`config.mk`:
```
export PLATFORM = sky130hd
export DESIGN_NAME = inst_fifo
export DESIGN_NICKNAME = d
export VERILOG_FILES = /design/src/rtl/inst_fifo.sv
export SDC_FILE = /design/constraint.sdc
export NUM_CORES = 2
export LEC_CHECK = 0
export BUFFER_PORTS_ARGS = -buffer_cell sky130_fd_sc_hd__clkbuf_2
export CAP_MARGIN = 15
export CORE_UTILIZATION = 40
export CTS_CLUSTER_DIAMETER = 200
export DETAILED_ROUTE_END_ITERATION = 16
export HOLD_SLACK_MARGIN = 0.1
export SETUP_SLACK_MARGIN = 0.5
export SLEW_MARGIN = 20
export SYNTH_ARGS = -nofsm -noshare
export SYNTH_HDL_FRONTEND = slang
export SYNTH_SLANG_ARGS = --single-unit
```
`constraint.sdc`:
```
create_clock -name clk -period 18.3 [get_ports clk]
set_input_delay 1.83 -clock clk [delete_from_list [all_inputs] [get_ports clk]]
set_output_delay 1.83 -clock clk [all_outputs]
set_load 0.02 [all_outputs]
```
`src/rtl/inst_fifo.sv`:
```
// ---------------------------------------------------------------------------
// inst_fifo -- dual-issue instruction FIFO between fetch and decode.
//
// Stores {pc, instruction} pairs in a circular buffer. Fetch may push up to
// two entries per cycle and decode may pop up to two entries per cycle. The
// head and head+1 entries are presented combinationally so that a dual-issue
// decoder can consume them directly.
//
// Optional feature (macro INST_FIFO_ISSUE_CNT_EN): adds a 32-bit issue_cnt
// output that accumulates the number of entries actually popped. Without the
// macro the port and its logic are absent.
//
// Ports
//   clk                    single clock, rising edge
//   rst                    asynchronous, active-high reset of control state
//   flush                  discard every entry
//   flush_keep_ds          pop this cycle, then keep only the oldest entry
//   delay_slot_flush       discard every entry including the delay slot
//   write_en1/2            push slot 1 / slot 2 (slot 2 needs slot 1)
//   write_data1/2          instruction words to push
//   write_addr1/2          PCs of the pushed instructions
//   read_en1/2             master / slave pop (slave needs master)
//   read_data1/2           instruction words at head / head+1 (0 if absent)
//   read_addr1/2           PCs at head / head+1 (0 if absent)
//   empty                  count == 0
//   almost_empty           count < 2
//   full                   count >= DEPTH-1; pushes are dropped while high
//   issue_cnt (optional)   running total of popped entries, wraps at 2^32
// ---------------------------------------------------------------------------
module inst_fifo #(
   parameter int DEPTH = 16
) (
   input  logic        clk,
   input  logic        rst,
   input  logic        flush,
   input  logic        flush_keep_ds,
   input  logic        delay_slot_flush,
   input  logic        write_en1,
   input  logic        write_en2,
   input  logic [31:0] write_data1,
   input  logic [31:0] write_data2,
   input  logic [31:0] write_addr1,
   input  logic [31:0] write_addr2,
   input  logic        read_en1,
   input  logic        read_en2,
   output logic [31:0] read_data1,
   output logic [31:0] read_data2,
   output logic [31:0] read_addr1,
   output logic [31:0] read_addr2,
   output logic        empty,
   output logic        almost_empty,
   output logic        full
`ifdef INST_FIFO_ISSUE_CNT_EN
   ,
   output logic [31:0] issue_cnt
`endif
);

   localparam int AW = $clog2(DEPTH);
   localparam int CW = AW + 1;

   // Storage is deliberately not reset; stale words are masked by count.
   logic [63:0]   mem [DEPTH];

   logic [AW-1:0] rptr_q, rptr_d;
   logic [AW-1:0] wptr_q, wptr_d;
   logic [CW-1:0] count_q, count_d;

   logic          push1, push2, pop1, pop2;
   logic          we1, we2;
   logic [CW-1:0] push_cnt, pop_cnt, remain;
   logic [AW-1:0] rptr_pop, rptr_p1, wptr_p1;

   assign rptr_p1 = rptr_q + AW'(1);
   assign wptr_p1 = wptr_q + AW'(1);

   assign empty        = (count_q == '0);
   assign almost_empty = (count_q < CW'(2));
   assign full         = (count_q >= CW'(DEPTH - 1));

   assign read_data1 = empty        ? '0 : mem[rptr_q][31:0];
   assign read_addr1 = empty        ? '0 : mem[rptr_q][63:32];
   assign read_data2 = almost_empty ? '0 : mem[rptr_p1][31:0];
   assign read_addr2 = almost_empty ? '0 : mem[rptr_p1][63:32];

   always_comb begin
      // Slot 2 only counts alongside slot 1; pops are clamped to what exists.
      push1    = write_en1 & ~full;
      push2    = push1 & write_en2;
      pop1     = read_en1 & ~empty;
      pop2     = pop1 & read_en2 & ~almost_empty;
      push_cnt = CW'(push1) + CW'(push2);
      pop_cnt  = CW'(pop1) + CW'(pop2);
      remain   = count_q - pop_cnt;
      rptr_pop = rptr_q + AW'(pop_cnt);

      rptr_d  = rptr_pop;
      wptr_d  = wptr_q;
      count_d = count_q;
      we1     = 1'b0;
      we2     = 1'b0;

      if (delay_slot_flush || flush) begin
         rptr_d  = '0;
         wptr_d  = '0;
         count_d = '0;
      end else if (flush_keep_ds) begin
         // Pops happen first; whatever is then oldest is the delay slot.
         if (remain != '0) begin
            wptr_d  = rptr_pop + AW'(1);
            count_d = CW'(1);
         end else if (write_en1) begin
            // Nothing left in the buffer: the delay slot is arriving now.
            we1     = 1'b1;
            rptr_d  = wptr_q;
            wptr_d  = wptr_p1;
            count_d = CW'(1);
         end else begin
            count_d = '0;
         end
      end else begin
         we1     = push1;
         we2     = push2;
         wptr_d  = wptr_q + AW'(push_cnt);
         count_d = count_q + push_cnt - pop_cnt;
      end
   end

   always_ff @(posedge clk or posedge rst) begin
      if (rst) begin
         rptr_q  <= '0;
         wptr_q  <= '0;
         count_q <= '0;
      end else begin
         rptr_q  <= rptr_d;
         wptr_q  <= wptr_d;
         count_q <= count_d;
      end
   end

   // Writes are suppressed while rst is high so a reset edge leaves no trace.
   always_ff @(posedge clk) begin
      if (!rst) begin
         if (we1) mem[wptr_q]  <= {write_addr1, write_data1};
         if (we2) mem[wptr_p1] <= {write_addr2, write_data2};
      end
   end

`ifdef INST_FIFO_ISSUE_CNT_EN
   logic [31:0] issue_cnt_q, issue_cnt_d;

   // Counts every entry handed to decode, regardless of any flush.
   always_comb begin
      issue_cnt_d = issue_cnt_q + 32'(pop_cnt);
   end

   always_ff @(posedge clk or posedge rst) begin
      if (rst) issue_cnt_q <= '0;
      else     issue_cnt_q <= issue_cnt_d;
   end

   assign issue_cnt = issue_cnt_q;
`endif

endmodule

```
* Word-level counts from Yosys, hierarchy flattened
Memories as Yosys holds them, arrays and structs flattened.
Cells that the tools add are included.
** Storage, ports and cells
- Flip-flop bits (word level) :: 13
- Bits in latches :: 0
- RAM bits :: 1024
- Memory bits (read-only) :: 0
- Output and inout bits :: 131
- Memories kept :: 1
** Memory list
- mem :: words 16, width 64, read ports 2, clocked after Yosys merged registers in 0, wr ports 2, RTL line 63 : logic [63:0] mem [DEPTH];
** Cells by class
- $add $sub $neg :: 10
- Multipliers :: 0
- Div/mod/pow operators :: 0
- $lt $le $gt $ge :: 2
- Equal/unequal tests :: 1
- Shift-type cells :: 0
- Muxes and demuxes :: 28
- Bitwise operators :: 8
- Reductions and logical operators :: 3
** Operators by type and width (count)
- two-way mux 32 bit :: 4
- two-way mux 4 bit :: 8
- two-way mux 1 bit :: 14
- adder 4 x 1 -> 4 bit (second input constant) :: 3
- two-way mux 5 bit :: 2
- subtractor 5 x 2 -> 5 bit :: 2
- adder 4 x 2 -> 4 bit :: 2
- adder 5 x 2 -> 5 bit :: 1
- bitwise AND 1 bit :: 5
- >= comparator 5 x 4 -> 1 bit (second input constant) :: 1
- logical NOT 5 bit :: 1
- less-than comparator 5 x 2 -> 1 bit (second input constant) :: 1
- nonzero test 5 bit :: 1
- adder 1 x 1 -> 2 bit :: 2
- inequality test 4 x 1 -> 1 bit (second input constant) :: 1
- inverter 1 bit :: 3
- logical OR 1 bit :: 1

* Logic depth before layout (Yosys ltp)
- Word-level depth :: 14
- Mapped depth :: 16
- Gate-level depth less buffers :: 16

* Least setup slack after synthesis
Ideal clock, no wire load.
- Path type :: in2reg
- Start :: in read_en1
- End :: mem mem[6][0] (enable)
- Arrival :: 10183 ps
- Path slack :: 7456 ps
- Stages on the path :: 10
- Path buffers :: 0
- Path through :: nor2b_1 > and3b_1 > ha_1 > inv_1 > ha_1 > a21boi_0 > nand3_1 > a211o_1 > mux2_2 > o41ai_1
** RTL lines
- start, declared :: RTL line 44 : input logic read_en1,
- end, declared :: RTL line 63

* Final worst setup path
- Start :: reg rptr_q[0]
- End :: out read_data2[31]
** Between the ends
- Word-level cells in the longest chain between the ends :: 3
** RTL lines
- start, declared :: RTL line 65 : logic [AW-1:0] rptr_q, rptr_d;
- start signal, assigned :: RTL line 135 : rptr_q <= rptr_d;
- adder 4 x 1 -> 4 bit :: RTL line 74 : assign rptr_p1 = rptr_q + AW'(1);
- memory (16 x 64 bit)
- two-way mux 32 bit :: RTL line 83 : assign read_data2 = almost_empty ? '0 : mem[rptr_p1][31:0];
- end, declared :: RTL line 47 : output logic [31:0] read_data2,
No other way between the ends.

==> results by group <==
Drt
  – Top routing layer used: met5
  – Met2 wire len: 98480 µm
  – Avg WL per Cell: roughly 35 µm
  – Metal3 WL: 14680 µm
  – Remaining DRCs: 0
  – Drt initial violations: approximately 3700
  – Routed Antenna Nets: 0
  – Routed WL: 203200 µm
  – DRT Pass-1 Iters: 5
  – M1 WL: roughly 85000 µm
  – Vias: around 37000
  – Via density: approximately 6.4

Place
  – RD Place Congestion: between 0.7 and 0.8
  – Area after DPL: roughly 66000 µm²
  – IO Port Bufs: about 270
  – Post-DP HPWL: approximately 110000 µm

Final layout
  – Design area: 69570 µm²
  – Layout cells sized above 1: between 50% and 60%
  – Final #Nets: roughly 3800
  – Synth-to-Final Area Change: 10.21%

Synth
  – Biggest area consumer among synthesized cells: edfxtp_1
  – Most common cell in the netlist: edfxtp_1
  – Synthesized area per cell: 17.60 µm²
  – Synthesized flop and latch total: between 1000 and 1500
  – Main area contributors after synthesis: edfxtp_1, mux4_2, mux2_2, mux2_4, buf_6
  – Synth unique cells: 55
  – Synthesized cell area: about 63000 µm²
  – YS warnings: 0
  – Sequential cell area fraction in the yosys report: around half
  – Leading register cell type out of synthesis: edfxtp_1
  – Syn Inst Count: 3587
  – Commonest cells post-synth: edfxtp_1, mux2_2, mux4_2, mux2_4, clkbuf_1
  – Asr flop ratio synth: ~1.3%
  – EDFF count, synth: ~1000
  – Syn Nets: 3753
  – Synth top area share: between 40% and 50%

STA
  – Final setup skew: 0.04772 ns
  – Worst slew pin tran: between 1 and 1.5 ns
  – Period Utilization, post-route: roughly 40%
  – FMAX: 0.1337 GHz
  – Unrepaired setup endpoints after global routing: no
  – Slew Limit Fails: 0
  – Fin. Hold Viols: 0
  – Final Setup Violations: 0
  – Crit path time final: roughly 7.5 ns
  – Worst relative slew slack: between 10% and 20%
  – Sum Neg Setup Slack: 0 ns

Clock tree
  – Later-pin clock latency in the skew report: around 0.74 ns
  – Clk buf depth: 3
  – Post-CTS Setup Inserts: 0
  – Total CTS buffers: about 120
  – CTS Sinks: just over 1000
  – Root buffer cell: clkbuf_16
  – CTS tree: yes
  – CTS resizes: 0
  – Clk slew on worst S/H paths: about 0.060 ns
  – H-tree Lvls: 3
  – CTS Hold Buffers Added: 0

Global route
  – Initial antenna violation count: 29
  – Largest net degree at the start of global routing: 128
  – GRT Overall Usage: 25.30%
  – Vias in the first global route: around 37000
  – GR Overflow Total: 0
  – Global-route wire length before repair: between 200000 and 300000 µm

Die
  – Die height: around 400 µm
  – Initial Utilization: approximately 40%
  – Die width: 399.3 µm
  – Full die area: between 150000 and 200000 µm²
  – Core area: 156400 µm²
  – IO Pins: 268
  – FP Rows: ~150

Hold path
  – Hold WC Path Type: reg2reg

Status
  – Status: finished clean

Setup path
  – Max FO, Critical Path: ~130
  – FF-to-FF setup slack: around 12 ns
  – WP data required: 16.47 ns
  – Critical Path AT: 5.65 ns
  – Critical path capture point type: primary output
  – WS Path Type: reg2out
  – Critical Path Start Type: flip-flop

Pwr
  – Power per Cell Area: roughly 85 nW/µm²
  – Maximum VDD drop: 0.08381 mV
  – Leak: 23.93 nW

Run
  – Number of max-cap violations: 0
-- final timing paths --
path | from | endpoint | depth (start not counted)
max reg2reg | count_q[4] | mem[9][32] | 14
max in group asynchronous | rst | rptr_q[2] | 2
max | rptr_q[0] | read_data2[31] | 8
min | wptr_q[0] | rptr_q[0] | 2
min reg2reg | wptr_q[0] | rptr_q[0] | 2
min in group asynchronous | rst | rptr_q[1] | 2
-- per-layer routing --
layer,global-route usage (%),vias to the layer above
met3,4.243,300
met2,41.43,1596
met1,34.78,19984
met4,6.782,26
li1,-,14924
met5,0,-
-- cell usage in the layout (no fill, tap or decap), types with 5 or more instances in the layout --
master      netlist  layout
a211oi_1        131     131
a21o_1            5       5
a21oi_1           5       5
buf_4             8      77
bufinv_16         0      10
clkbuf_1        243      16
clkbuf_16         0     119
clkbuf_2          0     267
clkinv_1          0      26
clkinv_2          0      26
clkinvlp_4        0      11
dfrtp_1          13       9
diode_2           0       7
edfxtp_1       1024    1024
ha_1             25      24
inv_1            26      26
mux2_1           36      36
mux2_2          634     634
mux2_4          356     356
mux2i_1          65      65
mux4_2          576     576
nand2_1          34      18
nand2_4           0      15
nand3_1           9       9
nor2_1            8       8
nor2b_1         131     131
nor3_1            6       6
o21ai_0           9       7
o31ai_4           0      12
xnor2_1           9       9
-- worst max-delay path, cell delays in order, from the launching register on --
cell      delay, ns
dfrtp_4        0.84
buf_12         0.62
buf_4          0.90
buf_4          0.88
mux4_2         0.59
nor2b_1        0.14
a211oi_1       0.24
a211oi_1       0.12
clkbuf_2       0.23
-- flip-flops by register name, indices dropped and copies added (netlist names) --
name / flops
count_q: 5
mem: 1024
rptr_q: 4
wptr_q: 4
-- kinds of logic (layout without fill, tap and decap cells) --
| family | Yosys count | in the layout | synth area share (%) |
|---|---|---|---|
| mux | 1667 | 1667 | 42.00 |
| compound gates | 183 | 183 | 2.182 |
| other cells | 0 | 7 | 0 |
| fa+ha+maj | 29 | 29 | 0.6223 |
| buf+inv | 451 | 593 | 3.906 |
| xor+xnor | 14 | 14 | 0.1942 |
| simple gates | 206 | 206 | 1.873 |
| flops | 1037 | 1037 | 49.22 |
-- power by group --
part | switching [mW] | total (mW) | internal [mW] | leakage [nW]
clock network | 1.04 | 2.37 | 1.33 | 1.84
logic | 0.492 | 0.878 | 0.385 | 12.7
registers | 0.0155 | 2.64 | 2.62 | 9.38
-- per-stage QoR --
stage	setup WS [ns]	power, mW	hold WS [ns]	utilization, %	std cells
floorplan	7.456	3.286	0.6384	-	3587
global placement	11.42	3.555	0.7277	42.02	5567
detailed placement	11.34	3.562	0.7249	42.02	5567
CTS	10.80	5.916	0.7367	44.45	5785
global route	10.46	6.046	0.7904	44.48	5789
finish	10.82	5.879	0.7365	44.49	5794
-- area by class of cell --
cell class	instances	area, µm²
Sequential cell	1037	31090
Fill cell	13662	86820
Timing Repair Buffer	349	2013
Clock inverter	83	759.5
Multi-Input combinational cell	2099	29980
Antenna cell	7	17.52
Clock buffer	135	3038
Tap cell	2058	2575
Inverter	26	97.59
No activity file was read; power rests on OpenSTA's default activity.
